[src/rtl/alu_seq_unit.sv]
// alu_seq_unit: sequential ALU with a valid/ready handshake, single-cycle logic ops and
// WIDTH-cycle iterative MUL/DIVU/REMU. Define ALU_SEQ_DIV_EN to build the divider.
module alu_seq_unit #(
    parameter int WIDTH = 16
) (
    input  logic             CLK,
    input  logic             RST,
    input  logic             in_valid,
    output logic             in_ready,
    input  logic [WIDTH-1:0] A,
    input  logic [WIDTH-1:0] B,
    input  logic [3:0]       OpCode,
    input  logic             Cin,
    output logic             out_valid,
    input  logic             out_ready,
    output logic [WIDTH-1:0] Result,
    output logic             Zero,
    output logic             Carry,
    output logic             Overflow,
    output logic             Negative,
    output logic             Err,
    output logic             Busy
);

    localparam int MSB = WIDTH - 1;
    localparam int SHW = $clog2(WIDTH);
    localparam logic [SHW-1:0] LAST_STEP = SHW'(WIDTH - 1);

    localparam logic [3:0] OP_ADD  = 4'h0;
    localparam logic [3:0] OP_ADC  = 4'h1;
    localparam logic [3:0] OP_SUB  = 4'h2;
    localparam logic [3:0] OP_SBB  = 4'h3;
    localparam logic [3:0] OP_AND  = 4'h4;
    localparam logic [3:0] OP_OR   = 4'h5;
    localparam logic [3:0] OP_XOR  = 4'h6;
    localparam logic [3:0] OP_NOT  = 4'h7;
    localparam logic [3:0] OP_SHL  = 4'h8;
    localparam logic [3:0] OP_SHR  = 4'h9;
    localparam logic [3:0] OP_SAR  = 4'hA;
    localparam logic [3:0] OP_ROL  = 4'hB;
    localparam logic [3:0] OP_PASS = 4'hC;
    localparam logic [3:0] OP_MUL  = 4'hD;
    localparam logic [3:0] OP_DIVU = 4'hE;
    localparam logic [3:0] OP_REMU = 4'hF;

    typedef enum logic [1:0] {
        IDLE = 2'd0,
        BUSY = 2'd1,
        DONE = 2'd2
    } state_t;

    state_t           r_state;
    logic [3:0]       r_op;
    logic [SHW-1:0]   r_cnt;
    logic [WIDTH-1:0] r_hi;
    logic [WIDTH-1:0] r_lo;
    logic [WIDTH-1:0] r_opnd;
    logic [WIDTH-1:0] r_result;
    logic             r_zero;
    logic             r_carry;
    logic             r_ovf;
    logic             r_neg;
    logic             r_err;

    logic             w_accept;
    logic [SHW-1:0]   w_amt;
    logic [WIDTH:0]   w_wide;
    logic [WIDTH-1:0] w_res;
    logic             w_c;
    logic             w_v;
    logic             w_zero;
    logic             w_neg;
    logic             w_err;
    logic             w_iter;

    logic [WIDTH:0]   w_mul_sum;
    logic [WIDTH-1:0] w_step_hi;
    logic [WIDTH-1:0] w_step_lo;
    logic [WIDTH-1:0] w_fin_res;
    logic             w_fin_c;
`ifdef ALU_SEQ_DIV_EN
    logic [WIDTH:0]   w_div_shift;
    logic             w_div_ge;
    logic [WIDTH-1:0] w_div_diff;
`endif

    assign in_ready  = (r_state == IDLE) || ((r_state == DONE) && out_ready);
    assign w_accept  = in_valid && in_ready;
    assign out_valid = (r_state == DONE);
    assign Busy      = (r_state == BUSY);
    assign Result    = r_result;
    assign Zero      = r_zero;
    assign Carry     = r_carry;
    assign Overflow  = r_ovf;
    assign Negative  = r_neg;
    assign Err       = r_err;
    assign w_amt     = B[SHW-1:0];

    // Result and flags for a request completing in one cycle, straight from the inputs.
    always_comb begin
        w_wide = '0;
        w_res  = '0;
        w_c    = 1'b0;
        w_v    = 1'b0;
        w_err  = 1'b0;
        w_iter = 1'b0;
        case (OpCode)
            OP_ADD, OP_ADC: begin
                w_wide = {1'b0, A} + {1'b0, B} + {{WIDTH{1'b0}}, (OpCode == OP_ADC) & Cin};
                w_res  = w_wide[MSB:0];
                w_c    = w_wide[WIDTH];
                w_v    = (A[MSB] == B[MSB]) && (w_res[MSB] != A[MSB]);
            end
            OP_SUB, OP_SBB: begin
                w_wide = {1'b0, A} - {1'b0, B} - {{WIDTH{1'b0}}, (OpCode == OP_SBB) & Cin};
                w_res  = w_wide[MSB:0];
                w_c    = w_wide[WIDTH];
                w_v    = (A[MSB] != B[MSB]) && (w_res[MSB] != A[MSB]);
            end
            OP_AND:  w_res = A & B;
            OP_OR:   w_res = A | B;
            OP_XOR:  w_res = A ^ B;
            OP_NOT:  w_res = ~A;
            // Shifts run one bit wider so the last bit shifted out lands in the spare bit.
            OP_SHL: begin
                w_wide = {1'b0, A} << w_amt;
                w_res  = w_wide[MSB:0];
                w_c    = w_wide[WIDTH];
            end
            OP_SHR: begin
                w_wide = {A, 1'b0} >> w_amt;
                w_res  = w_wide[WIDTH:1];
                w_c    = w_wide[0];
            end
            OP_SAR: begin
                w_wide = $unsigned($signed({A, 1'b0}) >>> w_amt);
                w_res  = w_wide[WIDTH:1];
                w_c    = w_wide[0];
            end
            OP_ROL: begin
                w_res = (A << w_amt) | (A >> (WIDTH - int'(w_amt)));
                w_c   = (w_amt != '0) && w_res[0];
            end
            OP_PASS: w_res = A;
            OP_MUL:  w_iter = 1'b1;
            OP_DIVU, OP_REMU: begin
`ifdef ALU_SEQ_DIV_EN
                if (B == '0) begin
                    w_res = (OpCode == OP_DIVU) ? {WIDTH{1'b1}} : A;
                    w_err = 1'b1;
                end else begin
                    w_iter = 1'b1;
                end
`else
                w_res = '0;
                w_err = 1'b1;
`endif
            end
            default: w_res = '0;
        endcase
        w_zero = (w_res == '0);
        w_neg  = w_res[MSB];
`ifndef ALU_SEQ_DIV_EN
        if ((OpCode == OP_DIVU) || (OpCode == OP_REMU)) begin
            w_zero = 1'b0;
        end
`endif
    end

    // One iteration step: {r_hi,r_lo} is the running product, or the remainder/quotient pair.
    always_comb begin
        w_mul_sum = {1'b0, r_hi} + (r_lo[0] ? {1'b0, r_opnd} : {(WIDTH + 1){1'b0}});
        w_step_hi = w_mul_sum[WIDTH:1];
        w_step_lo = {w_mul_sum[0], r_lo[MSB:1]};
        w_fin_res = w_step_lo;
`ifdef ALU_SEQ_DIV_EN
        w_div_shift = {r_hi, r_lo[MSB]};
        w_div_ge    = (w_div_shift >= {1'b0, r_opnd});
        w_div_diff  = w_div_shift[MSB:0] - r_opnd;
        if (r_op != OP_MUL) begin
            w_step_hi = w_div_ge ? w_div_diff : w_div_shift[MSB:0];
            w_step_lo = {r_lo[MSB-1:0], w_div_ge};
            w_fin_res = (r_op == OP_REMU) ? w_step_hi : w_step_lo;
        end
`endif
        w_fin_c = (r_op == OP_MUL) && (w_step_hi != '0);
    end

    always_ff @(posedge CLK) begin
        if (RST) begin
            r_state  <= IDLE;
            r_op     <= '0;
            r_cnt    <= '0;
            r_hi     <= '0;
            r_lo     <= '0;
            r_opnd   <= '0;
            r_result <= '0;
            r_zero   <= 1'b0;
            r_carry  <= 1'b0;
            r_ovf    <= 1'b0;
            r_neg    <= 1'b0;
            r_err    <= 1'b0;
        end else begin
            case (r_state)
                BUSY: begin
                    r_hi  <= w_step_hi;
                    r_lo  <= w_step_lo;
                    r_cnt <= r_cnt + 1'b1;
                    if (r_cnt == LAST_STEP) begin
                        r_state  <= DONE;
                        r_result <= w_fin_res;
                        r_zero   <= (w_fin_res == '0);
                        r_neg    <= w_fin_res[MSB];
                        r_carry  <= w_fin_c;
                        r_ovf    <= w_fin_c;
                        r_err    <= 1'b0;
                    end
                end
                default: begin
                    if (w_accept) begin
                        r_op  <= OpCode;
                        r_cnt <= '0;
                        if (w_iter) begin
                            r_state <= BUSY;
                            r_hi    <= '0;
                            r_lo    <= A;
                            r_opnd  <= B;
                        end else begin
                            r_state  <= DONE;
                            r_result <= w_res;
                            r_zero   <= w_zero;
                            r_neg    <= w_neg;
                            r_carry  <= w_c;
                            r_ovf    <= w_v;
                            r_err    <= w_err;
                        end
                    end else if ((r_state == DONE) && out_ready) begin
                        r_state <= IDLE;
                    end
                end
            endcase
        end
    end

endmodule
[config.mk]
export PLATFORM = sky130hd
export DESIGN_NAME = alu_seq_unit
export DESIGN_NICKNAME = d
export VERILOG_FILES = /design/src/rtl/alu_seq_unit.sv
export SDC_FILE = /design/constraint.sdc
export NUM_CORES = 1
export LEC_CHECK = 0
export ABC_AREA = 1
export BUFFER_PORTS_ARGS = -buffer_cell sky130_fd_sc_hd__buf_2
export CORE_ASPECT_RATIO = 1.75
export CORE_MARGIN = 5
export CORE_UTILIZATION = 30
export DETAILED_ROUTE_END_ITERATION = 10
export SYNTH_ARGS = -nofsm -noshare
export SYNTH_HDL_FRONTEND = slang
export SYNTH_SLANG_ARGS = --single-unit
[constraint.sdc]
create_clock -name CLK -period 2.54 [get_ports CLK]
set_input_delay 0 -clock CLK [delete_from_list [all_inputs] [get_ports CLK]]
set_output_delay 0 -clock CLK [all_outputs]
set_load 0.1 [all_outputs]
**Word level (Yosys, flattened, before mapping)**

Index checks and enable logic that the tools add are counted.

- $add $sub $neg: 7
- Equal/unequal tests: 25
- Shifts and indexed selects: 5
- Muxes and demuxes: 43
- Bitwise operators: 8
- Reductions and logical operators: 25

Operators with widths:

| operator | count |
|---|---|
| $mux 16 | 11 |
| $pmux 16 s11 | 1 |
| $eq 4x4->1 const B | 10 |
| $add 16x16->17 | 2 |
| $logic_not 16->1 | 2 |
| $or 16x16->16 | 2 |
| $shr 16x32->16 | 1 |
| $mux 1 | 22 |
| $add 17x1->17 | 1 |
| $shl 16x4->17 | 1 |
| $shr 17x4->17 | 1 |
| $sshr 17x4->17 | 1 |
| $sub 16x16->17 | 1 |
| $sub 17x1->17 | 1 |
| $and 16x16->16 | 1 |
| $eq 4x3->1 const B | 4 |
| $not 16->16 | 1 |
| $reduce_bool 16->1 | 1 |
| $shl 16x4->16 | 1 |
| $xor 16x16->16 | 1 |
| $mux 2 | 5 |
| $eq 4x2->1 const B | 2 |
| $mux 4 | 2 |
| $logic_and 1x1->1 | 6 |
| 22 further kinds | 32 |

- Register bits after elaboration: 79
- Bits of input ports: 41

**Longest topological paths before layout**

- Word-level depth: 9
- Depth in mapped cells: 24

**Least setup slack after synthesis**

Ideal clock, no wire load.

- Kind: register -> register
- From: reg r_state[1]
- To: reg r_result[10], in the netlist Result[10]
- Library setup time: 0.075 ns
- Arrival: 2.994 ns
- Setup slack: -0.529 ns
- Stages on the path, launching flop included: 14
- Clock period less this slack: 3.069 ns
- Path through: dfxtp_1 inv_1 nor2_2 nand2_1 o21ai_2 nand2_4 nand2_1 inv_1 a31oi_1 nand2_1 clkinv_2 buf_4 o21ai_0 a31oi_1

- Word-level cells in the longest chain between the ends: 6

Ends and longest elaborated chain:

| what | RTL line | text |
|---|---|---|
| start, declared | 52 | `state_t r_state;` |
| start signal, assigned | 191 | `r_state <= IDLE;` |
| start signal, assigned | 210 | `r_state <= DONE;` |
| start signal, assigned | 224 | `r_state <= BUSY;` |
| $eq 2x2->1 | -- |  |
| net out_valid | 14 | `output logic out_valid,` |
| $logic_and 1x1->1 | 87 | `assign in_ready = (r_state == IDLE) \|\| ((r_state == DONE) && out_ready);` |
| $logic_or 1x1->1 | 87 |  |
| net in_ready | 9 | `output logic in_ready,` |
| $logic_and 1x1->1 | 88 | `assign w_accept = in_valid && in_ready;` |
| $reduce_bool 2->1 (no line) | -- |  |
| $reduce_and 3->1 (no line) | -- |  |
| end signal, assigned | 211 | `r_result <= w_fin_res;` |
| end signal, assigned | 230 | `r_result <= w_res;` |
| end, declared | 58 | `logic [WIDTH-1:0] r_result;` |

The timed path passes the listed nets, and every way through them passes these cells.
A chain may end at the register's enable or synchronous reset.

**Worst setup path after layout**

- From: reg r_lo[0]
- To: reg r_carry, in the netlist Carry

- Word-level cells in the longest chain between the ends: 6

Ends and longest elaborated chain:

| what | RTL line | text |
|---|---|---|
| start, declared | 56 | `logic [WIDTH-1:0] r_lo;` |
| start signal, assigned | 207 | `r_lo <= w_step_lo;` |
| $mux 16 | 172 | `w_mul_sum = {1'b0, r_hi} + (r_lo[0] ? {1'b0, r_opnd} : {(WIDTH + 1){1'b0}});` |
| $add 16x16->17 | 172 |  |
| $reduce_bool 16->1 | 186 | `w_fin_c = (r_op == OP_MUL) && (w_step_hi != '0);` |
| $logic_and 1x1->1 | 186 |  |
| $mux 1 | 209 | `if (r_cnt == LAST_STEP) begin` |
| $mux 1 | 204 | `case (r_state)` |
| end signal, assigned | 214 | `r_carry <= w_fin_c;` |
| end signal, assigned | 233 | `r_carry <= w_c;` |
| end, declared | 60 | `logic r_carry;` |

Every way passes these cells. The select of a mux whose other input is x is not followed.

==> flow_summary.yaml <==
outcome:
  status: "complete, but fails checks"
  violations: "setup timing"
detailed_routing:
  drc: 0
  post_drt_via_cell_ratio: 5.44
  detail-route-antenna-nets: 0
  first_pass_iters: 7
  drt-wirelength-per-cell_um: 21.4
  dr_total_vias: 12600
  drtIter0Drc: 966
  wirelength_um: 49500
floorplanning:
  dieArea_sq_mm: 0.0351
  start_util_pct: 30.5
  ioPinCount: 65
  die-width_um: 144
  core-area_sq_mm: 0.0308
  die_h_um: 244
  placementRows: 85
clocking:
  cts_tree: "done"
  cts_sinks: 78
  cts.clk_slew.worst_paths_ns: 0.06
  cts_max_level: 3
  cts_inserted_buffers: 9
  clock_latency_ns: 0.36
  clock_path_buffers: 2
  cts-root-buf: "clkbuf_16"
global_routing:
  grt_max_degree: 40
  grt_pass1_vias: 12700
  grt_use_total_pct: 27.3
  antenna_found_initial: 2
  grt-ovfl-total: 0
  grt_pass1_wl_um: 72500
final_layout:
  seqCellArea_sq_mm: 0.00157
  fin_nets: 2047
  postLayoutCellArea_sq_mm: 0.0127
  area_growth_pct: 35.0
  filler_cell_count: 3384
  drive_gt1_share_pct: 23.3
  multi_input_area_sq_mm: 0.00751
critical_path:
  path_class: "register to register"
  cp_max_fo: 6
  start_kind: "register"
  cp.arrival_ns: 2.81
  critPathRequiredTime_ns: 2.80
  end_kind: "register"
hold_path:
  hold_class: "input pin to register"
synth:
  post_synth_num_cell_types: 42
  synth-seq-cells: 78
  synth_area_sq_mm: 0.00940
  synth.net_count: 1795
  async_flop_share_pct: 0
  synth_common_cells: "nand2_1 (533), nand3_1 (254), inv_1 (160)"
  yosys.area.top_type: "nand2_1"
  ys_seq_area_share_pct: 16.6
  synth_top_area_share_pct: 21.3
  synth_warnings: 0
  syn_inst: 1668
  synth_edf_count: 0
  yosysMostFrequentCell: "nand2_1"
  syn_avg_cell_area_sq_um: 5.64
  synth_ff_type: "dfxtp_1"
  synth.area.top_cells: "nand2_1 (21%), dfxtp_1 (17%), nand3_1 (14%)"
power_and_ir_drop:
  ir_drop_uv: 429
  p_leak_nw: 6.41
  cellPowerDensity_mw_per_mm2: 393
  power_mw: 4.99
timing:
  rsz0062_at_grt: "true"
  timing.final.crit_share_pct: 101
  worstMarginPinSlew_ns: 0.986
  drv_slew: 0
  finalCriticalPeriod_ns: 2.55
  worst_slack_ns: -0.0139
  skew_ns: 0.00550
  fmax_mhz: 392
  setup_viol: 1
  tns_ns: -0.0139
  relSlewSlack_pct: 34.0
  final-hold-violation-count: 0
place:
  hpwl_um: 40400
  place_congestion: 1.06
  dp_slack_ns: -0.406
  postPlaceCellArea_sq_mm: 0.0116
  port_buffers: 64
flow_run:
  max_cap_violations: 0
## worst max-delay path, stage by stage, from the launching register on
cell and delay (ns):
dfxtp_4 0.38, buf_8 0.15, nand2_4 0.06, inv_2 0.04, fa_2 0.37, nand3_2 0.09, nand3_4 0.14, nand2_4 0.10
nand2_4 0.07, nand2_1 0.07, nand2_1 0.11, xnor2_2 0.22, nand2_2 0.09, nor2_4 0.13, nand3_2 0.11, nand2_2 0.13
nand3_2 0.07, nand2_1 0.09, inv_1 0.03
## kinds of logic after synthesis
kind of cell	after synthesis	synth area share, %
flip-flops	78	16.6
buffers and inverters	229	9.65
XOR/XNOR	13	1.21
adder cells (fa/ha/maj)	86	11.8
AO/OA/AOI/OAI	260	14.9
AND/OR/NAND/NOR	1002	45.8
## through the flow
stage / std cells / util, % / hold slack (ns)
finish: 2317 / 41.2 / 0.0561
global route: 2317 / 41.2 / 0.0608
CTS: 2302 / 39.2 / 0.0518
detailed placement: 2278 / 37.8 / 0.319
global placement: 2278 / 37.8 / 0.304
floorplan: 1668 / - / 0.152
## layer usage
| metal | GRT usage, % | share of wire [%] | wire (um) |
|---|---|---|---|
| met5 | 0 | 0.014 | 7 |
| met4 | 23.2 | 11 | 5420 |
| met2 | 49.0 | 50 | 25000 |
| met3 | 3.52 | 5.6 | 2750 |
| met1 | 26.9 | 33 | 16300 |
## path summary, 6_finish.rpt
path	startpoint	endpoint	slack, ns	depth (start not counted)
worst max-delay path	r_lo[0]	Carry	-0.01	18
worst min-delay path	B[9]	r_opnd[9]	0.06	4
worst max register to register	r_lo[0]	Carry	-0.01	18
worst min register to register	r_op[1]	r_op[1]	0.46	2
## area by class of cell
| type | instances | area share, % |
|---|---|---|
| antenna | 1 | 0.0197 |
| multi-input combinational | 1361 | 59.2 |
| clock inverter | 7 | 0.443 |
| inverter | 165 | 4.89 |
| tap | 391 | 3.85 |
| clock buffer | 9 | 1.77 |
| sequential | 78 | 12.3 |
| timing repair buffer | 305 | 17.5 |
## state kept, by name (all words and copies together), names as in the netlist, 2 cells and up
name	cells
Result	16
r_cnt	4
r_hi	16
r_lo	16
r_op	4
r_opnd	16
r_state	2
## cells in the final DEF (no fill, tap or decap), types with 5 or more instances in the layout
cell type / instances
nand4_1: 23
buf_4: 225
a21oi_2: 12
ha_4: 15
nand2_2: 25
buf_2: 64
dlygate4sd3_1: 8
nor2_1: 123
inv_2: 10
o21ai_0: 90
a21oi_1: 84
clkbuf_16: 9
xnor2_2: 5
nand2_1: 510
fa_2: 5
o21a_1: 6
o21bai_1: 5
ha_1: 65
nand3_2: 12
nor3_1: 8
or2_2: 14
nand3_1: 239
o21ai_1: 12
nor2_2: 12
a31oi_1: 36
nand3b_1: 14
inv_1: 154
dfxtp_1: 76
## where the power goes
group / internal (mW) / switching (mW)
Sequential: 1.28 / 0.0376
Clock: 0.673 / 0.588
Combinational: 0.806 / 1.61
Total: 2.75 / 2.23
## what timing repair did
item	4_1_cts	5_1_grt
setup buffers	0	13
hold endpoints to repair	11	0
hold buffers	8	0
gates cloned	0	1
pin swaps	1	45
resized for setup	20	116
endpoints found under the setup margin	6	13
No activity file was read; power rests on OpenSTA's default activity.
